<file path="src/rtl/rs_id_allocator_pkg.sv">
// Shared types for reservation-station ID handling (used by the core and the allocator).
// Provides the default RS ID width, the default pool size and the rs_id_t type.
// No logic; compile before any file that imports it.
package rs_id_allocator_pkg;

  localparam int RS_ID_WIDTH_DFLT = 5;
  localparam int RS_ID_POOL_SIZE  = 2 ** RS_ID_WIDTH_DFLT;

  typedef logic [RS_ID_WIDTH_DFLT-1:0] rs_id_t;

endpackage

</file>
<file path="src/rtl/rs_id_allocator_lsb_enc.sv">
// lowest_set_bit_encoder: reports whether any bit of 'in' is set and the index of the lowest one.
// Ports: in [WIDTH] request vector; found = |in; index = lowest set position (0 when none).
// Purely combinational, no clock, no backpressure.
module lowest_set_bit_encoder #(
  parameter int WIDTH = 32,
  parameter int IDX_W = (WIDTH > 1) ? $clog2(WIDTH) : 1
) (
  input  logic [WIDTH-1:0] in,
  output logic             found,
  output logic [IDX_W-1:0] index
);

  always_comb begin
    found = |in;
    index = '0;
    // Scan from the top so the last hit written is the lowest set bit.
    for (int i = WIDTH - 1; i >= 0; i--) begin
      if (in[i]) begin
        index = IDX_W'(i);
      end
    end
  end

endmodule

</file>
<file path="src/rtl/rs_id_allocator.sv">
// rs_id_allocator: pool of reservation-station IDs; grants the lowest free ID, reclaims on write-back.
// Ports: clk, rst (async active-low); alloc_valid/alloc_ready/alloc_id (zero-latency grant);
//        release_valid/release_id (frees next edge, no bypass); free_count; release_error (sticky).
// Optional macro RS_ID_ALLOC_CHECK_EN: enables release_error and simulation assertions, else error tied 0.
module rs_id_allocator
  import rs_id_allocator_pkg::*;
#(
  parameter int RS_ID_WIDTH = RS_ID_WIDTH_DFLT,
  parameter int NUM_IDS     = 2 ** RS_ID_WIDTH,
  parameter int FIRST_ID    = 0
) (
  input  logic                   clk,
  input  logic                   rst,
  input  logic                   alloc_valid,
  output logic                   alloc_ready,
  output logic [RS_ID_WIDTH-1:0] alloc_id,
  input  logic                   release_valid,
  input  logic [RS_ID_WIDTH-1:0] release_id,
  output logic [RS_ID_WIDTH:0]   free_count,
  output logic                   release_error
);

  localparam int ID_SPACE = 2 ** RS_ID_WIDTH;
  localparam int CNT_W    = RS_ID_WIDTH + 1;

  // Bits set for every allocatable ID. The mask is kept over the whole ID
  // space so any release_id can index it; bits outside FIRST_ID..NUM_IDS-1
  // are reset to 0 and can never be set, so they fold away to constants.
  function automatic logic [ID_SPACE-1:0] alloc_mask_f();
    logic [ID_SPACE-1:0] m;
    m = '0;
    for (int i = FIRST_ID; i < NUM_IDS; i++) begin
      m[i] = 1'b1;
    end
    return m;
  endfunction

  localparam logic [ID_SPACE-1:0] ALLOC_MASK  = alloc_mask_f();
  localparam logic [CNT_W-1:0]    FULL_COUNT  = CNT_W'(NUM_IDS - FIRST_ID);

  logic [ID_SPACE-1:0]    free_mask;
  logic [ID_SPACE-1:0]    mask_nxt;
  logic [CNT_W-1:0]       count_nxt;
  logic                   enc_found;
  logic [RS_ID_WIDTH-1:0] enc_index;
  logic                   grant;
  logic                   rel_eff;

  lowest_set_bit_encoder #(
    .WIDTH (ID_SPACE),
    .IDX_W (RS_ID_WIDTH)
  ) u_lsb_enc (
    .in    (free_mask),
    .found (enc_found),
    .index (enc_index)
  );

  assign alloc_ready = enc_found;
  assign alloc_id    = enc_found ? enc_index : '0;
  assign grant       = alloc_valid && alloc_ready;

  // A release only counts for an allocatable ID that is currently out.
  // Because a granted ID is free, a same-cycle release of it is never
  // effective, so grant and release never touch the same bit.
  assign rel_eff = release_valid && ALLOC_MASK[release_id] && !free_mask[release_id];

  always_comb begin
    mask_nxt  = free_mask;
    count_nxt = free_count;
    if (grant) begin
      mask_nxt[alloc_id] = 1'b0;
    end
    if (rel_eff) begin
      mask_nxt[release_id] = 1'b1;
    end
    if (grant && !rel_eff) begin
      count_nxt = free_count - CNT_W'(1);
    end else if (!grant && rel_eff) begin
      count_nxt = free_count + CNT_W'(1);
    end
  end

  always_ff @(posedge clk or negedge rst) begin
    if (!rst) begin
      free_mask  <= ALLOC_MASK;
      free_count <= FULL_COUNT;
    end else begin
      free_mask  <= mask_nxt;
      free_count <= count_nxt;
    end
  end

`ifdef RS_ID_ALLOC_CHECK_EN
  logic rel_bad;
  logic err_q;

  // Double release, or release of a reserved / out-of-pool ID.
  assign rel_bad = release_valid && (!ALLOC_MASK[release_id] || free_mask[release_id]);

  always_ff @(posedge clk or negedge rst) begin
    if (!rst) begin
      err_q <= 1'b0;
    end else if (rel_bad) begin
      err_q <= 1'b1;
    end
  end

  assign release_error = err_q;

  a_grant_is_free : assert property (@(posedge clk) disable iff (!rst)
    grant |-> free_mask[alloc_id]);

  a_count_matches : assert property (@(posedge clk) disable iff (!rst)
    free_count == CNT_W'($countones(free_mask)));
`else
  assign release_error = 1'b0;
`endif

endmodule

</file>
<file path="config.mk">
export PLATFORM = sky130hd
export DESIGN_NAME = rs_id_allocator
export DESIGN_NICKNAME = d
export VERILOG_FILES = /design/src/rtl/rs_id_allocator_pkg.sv /design/src/rtl/rs_id_allocator_lsb_enc.sv /design/src/rtl/rs_id_allocator.sv
export SDC_FILE = /design/constraint.sdc
export NUM_CORES = 1
export LEC_CHECK = 0
export BUFFER_PORTS_ARGS = -buffer_cell sky130_fd_sc_hd__buf_4
export CAP_MARGIN = 40
export CORE_MARGIN = 3
export CORE_UTILIZATION = 55
export DETAILED_ROUTE_END_ITERATION = 6
export GPL_TIMING_DRIVEN = 0
export PLACE_DENSITY = 0.75
export RECOVER_POWER = 25
export SLEW_MARGIN = 40
export SYNTH_ARGS = -nofsm -noshare
export SYNTH_HDL_FRONTEND = slang
export SYNTH_HIERARCHICAL = 1
export SYNTH_SLANG_ARGS = --single-unit
</file>
<file path="constraint.sdc">
create_clock -name clk -period 3.25 [get_ports clk]
set_clock_uncertainty 0.1 [all_clocks]
set_input_delay 0.325 -clock clk [delete_from_list [all_inputs] [get_ports clk]]
set_output_delay 0.325 -clock clk [all_outputs]
set_load 0.05 [all_outputs]
</file>
# Word level (Yosys, flattened, before mapping)
# Memory sizes are Yosys's and may differ from the RTL's.
# Cells that the tools add are included.
[op_classes]
n_addsub = 2
n_mul = 0
div_mod_pow = 0
magnitude_cmp = 4
n_eq_ne = 0
n_shift = 0
n_mux = 44
bitwise = 3
n_reduce_logical = 12
[op_table]
columns = ["op", "n"]
rows = [
  ["2-to-1 mux 5 bit", 33],
  ["2-to-1 mux 32 bit", 2],
  ["AND 32 bit", 1],
  ["NOT 32 bit", 1],
  ["bitwise OR 32 bit", 1],
  ["OR reduction 32 bit", 1],
  ["< comparator 5 x 6 -> 1 bit, second input constant", 2],
  ["2-to-1 mux 6 bit", 2],
  ["demux 1 bit (select 5 bit)", 2],
  [">= comparator 5 x 1 -> 1 bit, second input constant", 2],
  ["logical AND 1 bit", 7],
  ["adder 6 x 1 -> 6 bit, second input constant", 1],
  ["subtractor 6 x 1 -> 6 bit, second input constant", 1],
  ["binary-select mux 1 bit (select 5 bit)", 1],
  ["2-to-1 mux 1 bit", 4],
  ["logical NOT 1 bit", 3],
  ["nonzero test 2 bit", 1],
]
[totals]
regBits = 38
latchBits = 0
ram_bits = 0
mem_bits_ro = 32
in_bits = 9
output_inout_bits = 13
wordCells = 68
mem_count = 1
[mem_list]
columns = ["name", "words", "word_bits", "rd", "rd_clocked_by_memory_dff", "wr", "line", "text"]
rows = [
  ["(no name shown)", 32, 1, 1, 0, 0, "rs_id_allocator.sv:65", "assign rel_eff = release_valid && ALLOC_MASK[release_id] && !free_mask[release_id];"],
]

# Longest topological paths before layout
[logic_depth]
word_depth = 42
depth_mapped = 15
mapped_depth_nobuf = 14

# Cells and area by module
# Netlist, hierarchy kept.
[modules_own_cells]
columns = ["module", "n_inst", "cells_per_inst", "area_per_inst_um2", "seq_area_each_um2"]
rows = [
  ["rs_id_allocator", 1, 241, 2391.0, 992.2],
  ["lowest_set_bit_encoder", 1, 65, 385.4, 0.0],
]

# Worst setup path before layout
# Ideal clock, no wire load.
[synth_path]
kind = "reg-to-reg"
from = "register free_mask[19]"
to = "register free_count[5]"
setup_ps = 75
arrival_time_ps = 3510
required_ps = 3075
slack_ps = -435
path_stages_with_launch = 11
n_path_buf = 0
synth_period_minus_slack_ps = 3685
cell_sequence = "dfstp_2 or4_4 nor3_2 nand4_1 nand2_1 inv_1 ha_1 nand2b_1 or4b_2 a211oi_1 xor2_1"
[synth_between]
word_cells_on_any_way = 12
cone_classes = "3 x mux; 9 x reduce/logical"
[synth_lines]
columns = ["item", "line", "text"]
rows = [
  ["start: declaration", "rs_id_allocator.sv:41", "logic [ID_SPACE-1:0] free_mask;"],
  ["start signal: assignment", "rs_id_allocator.sv:88", "free_mask <= mask_nxt;"],
  ["OR reduction 32 bit (*)", "rs_id_allocator_lsb_enc.sv:14", "found = |in;"],
  ["net alloc_ready", "rs_id_allocator.sv:15", "output logic alloc_ready,"],
  ["logical AND 1 bit (*)", "rs_id_allocator.sv:60", "assign grant = alloc_valid && alloc_ready;"],
  ["logical NOT 1 bit", "rs_id_allocator.sv:78", "end else if (!grant && rel_eff) begin"],
  ["logical AND 1 bit", "rs_id_allocator.sv:78", ""],
  ["nonzero test 2 bit (no line)", "n/a", ""],
  ["end signal: assignment", "rs_id_allocator.sv:89", "free_count <= count_nxt;"],
  ["end: declaration", "rs_id_allocator.sv:19", "output logic [RS_ID_WIDTH:0] free_count,"],
]
# The timed path passes the listed nets; every way through them passes the cells marked *. The select of a mux whose other input is x is not followed.
# A chain may end at the register's enable or synchronous reset.

# Final worst setup path
[layout_path]
from = "register free_mask[19]"
to = "register free_count[4]"
[layout_between]
elab_chain_len = 7
word_cells_on_any_way = 12
cone_classes = "3 x mux; 9 x reduce/logical"
[layout_lines]
columns = ["item", "line", "text"]
rows = [
  ["binary-select mux 1 bit (select 5 bit)", "rs_id_allocator.sv:65", ""],
  ["2-to-1 mux 1 bit (not written as such)", "rs_id_allocator.sv:65", ""],
  ["logical NOT 1 bit", "rs_id_allocator.sv:65", ""],
  ["logical AND 1 bit", "rs_id_allocator.sv:65", ""],
  ["logical NOT 1 bit", "rs_id_allocator.sv:76", "if (grant && !rel_eff) begin"],
  ["logical AND 1 bit", "rs_id_allocator.sv:76", ""],
  ["2-to-1 mux 6 bit or nonzero test 2 bit (tied branches)", "n/a", ""],
]
# Parallel ways exist; a longest one is shown, timed or not. The select of a mux whose other input is x is not followed.

==> results.md <==
* P per Cell Area at 1051 mW/mm2
* Slew HR at -35.50%
* CTS Sinks at 38
* Yosys warns at 6
* Top FF cell, synth: dfstp_2
* CORE AREA at 0.004786 mm2
* Violated checks: max-capacitance violations, max-slew violations
* Final HPWL DP at 5390 um
* Area after DPL at 0.003049 mm2
* Comb pwr share at 55.8%
* Final Slew Violations at 39
* IO Port Bufs at 20
* P_leak at 1.177 nW
* Top-count cell post-synth: nand2_1
* Crit end category: flop
* TritonCTS clock tree: built
* Largest net degree at the start of global routing at 39
* Root buf cell: clkbuf_8
* Crit-path slowest cell: or4_4
* Finished Cell Area at 0.003194 mm2
* Avg Vias per Cell at 6.333
* Commonest cells in the netlist: nand2_1 (47), o21ai_0 (39), dfstp_2 (33)
* Initial Util at 58.01%
* Via Count at 2565
* Sequential share of power at 33.9%
* Synth top area cells: dfstp_2 (31%), o21ai_2 (9.1%), o21ai_0 (7.0%)
* Pint at 1.692 mW
* Clock transition at path regs at 0.08 ns
* CTS Buffer Depth at 2
* Worst EP arrival at 3.22 ns
* Achievable frequency at 322.9 MHz
* Setup slack after layout at 0.1529 ns
* Switch share at 49.58%
* Total Neg Setup Slack at 0 ns
* Max Cap Viol at 1
* CP Class: flop to flop
* I/O Pins at 22
* R2r setup slk at 0.15 ns
* DR DRC count at 0
* Mapped Area at 0.002776 mm2
* Synth Instances at 306
* Fin crit share at 95.29%
* Worst-skew pair later-pin latency at 0.30 ns
* Drt wl/cell at 18.72 um
* Number of CTS-inserted buffers at 5
* Post-synth EDFFs at 0
* Grt ovf at 0
* Worst Setup Start Kind: flop
* Buf/Inv on CP at 3
* Detail Route Antenna Nets at 0
* Post-synth top area cell: dfstp_2
* Nets at 349
* Worst vdd ir at 0.7810 mV
* Setup Slack @ Placement at -0.1529 ns
* First-pass GRT wire length at 12560 um
* Number of global-route vias before repair at 2442
* Seq/Total Area, Yosys at 35.74%
* Flops & latches, synth at 38
* Fraction of layout cells with a size suffix above 1 at 36.69%
* Die Ht at 77.05 um
* Avg Inst Size Synth at 9.073 um2
* Final WL at 7580 um
* P&R area growth vs syn at 15.05%
* Worst path cell trace: or4_4 -> nor3_4 -> nand4_1 -> nand2_2 -> inv_2 -> ha_4 -> clkbuf_8 -> xor2_2 -> ha_2 -> inv_1 -> o21ai_1 -> a21oi_1 -> o21bai_1 -> xnor2_1
* Switching Power at 1.664 mW
* GPL Wtd Cong at 0.9237
* Final setup fails at 0
* Critical Path RT at 3.37 ns
* Final hold violations at 0
* Gr usage total at 26.92%
* DR pass1 iterations at 7
* Maximum fanout along the worst path at 10
* Min-delay worst type: primary input to flop
* Delay-heaviest family, CP: simple AND/OR/NAND/NOR gates
* Antenna violations before repair at 0
* Die extent in x at 77.05 um
* Synth Net Count at 318
* Initial DRC count at 228
* Synth unique cells at 55
* Clk pwr share at 10.3%
* Proportion of synthesized flip-flops having asynchronous set or reset at 100.0%
* Worst path max stage delay at 0.58 ns
* Outcome: finished, violations left
* Row count at 25
* H-tree depth at 2
* Tmin final at 3.097 ns
* Die ar. at 0.005937 mm2
* Antenna Cells at 0
* Yosys top cell area share at 31.23%
* Slew @ Worst Pin at 2.033 ns
[registers in the layout (all words and copies together), names as in the netlist]
name / count
free_count: 6
free_mask: 32
[routing by layer]
metal  global-route usage (%)  share of wire [%]  up-vias
met4                    9.253                2.2        0
li1                         -                  -     1187
met2                    43.21                 48      111
met1                    36.60                 42     1246
met5                        0                  0        -
met3                    5.047                7.4       21
[worst register-to-register path: stages, from the launching register on]
cell	delay, ns
dfstp_2	0.40
or4_4	0.58
nor3_4	0.21
nand4_1	0.23
nand2_2	0.17
inv_2	0.08
ha_4	0.17
clkbuf_8	0.16
xor2_2	0.13
ha_2	0.21
inv_1	0.06
o21ai_1	0.13
a21oi_1	0.08
o21bai_1	0.18
xnor2_1	0.14
[path summary, 6_finish.rpt]
check,end,cells past startpoint,startpoint
setup / recovery,free_count[4],14,free_mask[19]
hold / removal,free_mask[10],4,release_id[2]
setup reg to reg,free_count[4],14,free_mask[19]
hold reg to reg,free_count[5],1,free_count[5]
max in group asynchronous,free_count[4],2,rst
min in group asynchronous,free_count[1],2,rst
[power by group through the flow]
| stage | sequential (mW) | clock (mW) | combinational, mW |
|---|---|---|---|
| 2_1_floorplan | 1.18 | 0 | 1.26 |
| 3_3_place_gp | 1.12 | 0 | 1.80 |
| 3_5_place_dp | 1.13 | 0 | 1.83 |
| 4_1_cts | 1.12 | 0.356 | 1.84 |
| 5_1_grt | 1.19 | 0.382 | 2.03 |
| 6_report | 1.14 | 0.346 | 1.87 |
[kinds of logic after synthesis]
group,after synthesis,share of synthesized area (%)
adder cells (fa/ha/maj),3,1.352
AND/OR/NAND/NOR,120,22.67
AO/OA/AOI/OAI,104,25.96
XOR/XNOR,7,2.208
flip-flops,38,35.74
buffers and inverters,23,4.461
multiplexers,10,7.481
other,1,0.1351
[layout make-up]
cell class	instances	area [um2]
Multi-Input combinational cell	245	1709
Buffer	14	101.3
Timing Repair Buffer	24	178.9
Clock buffer	6	82.58
Inverter	9	33.78
Clock inverter	2	12.51
Sequential cell	38	992.2
Fill cell	418	1592
Tap cell	67	83.83
[cells in the final DEF (no fill, tap or decap), types with 7 or more instances in the layout]
| cell type | instances |
|---|---|
| nand2_1 | 46 |
| buf_4 | 23 |
| inv_1 | 8 |
| dfstp_2 | 33 |
| o21ai_0 | 38 |
| nor2_1 | 19 |
| clkbuf_8 | 7 |
| a21oi_1 | 10 |
| o21ai_2 | 29 |
| nor4_1 | 7 |
[what timing repair did]
action	CTS	global route
hold endpoints to repair	5	0
resized for setup	0	5
setup buffers	0	3
hold buffers	1	0
endpoints found under the setup margin	0	5
[through the flow]
step / instances / util (%) / power (mW) / hold WS, ns
floorplan: 306 / - / 2.434 / -0.07059
global placement: 393 / 63.71 / 2.919 / 0.2175
detailed placement: 393 / 63.71 / 2.962 / 0.2208
CTS: 402 / 65.91 / 3.316 / 0.2857
global route: 405 / 66.75 / 3.594 / 0.3069
finish: 405 / 66.75 / 3.357 / 0.2996
Power figures use the tool's default switching activity.
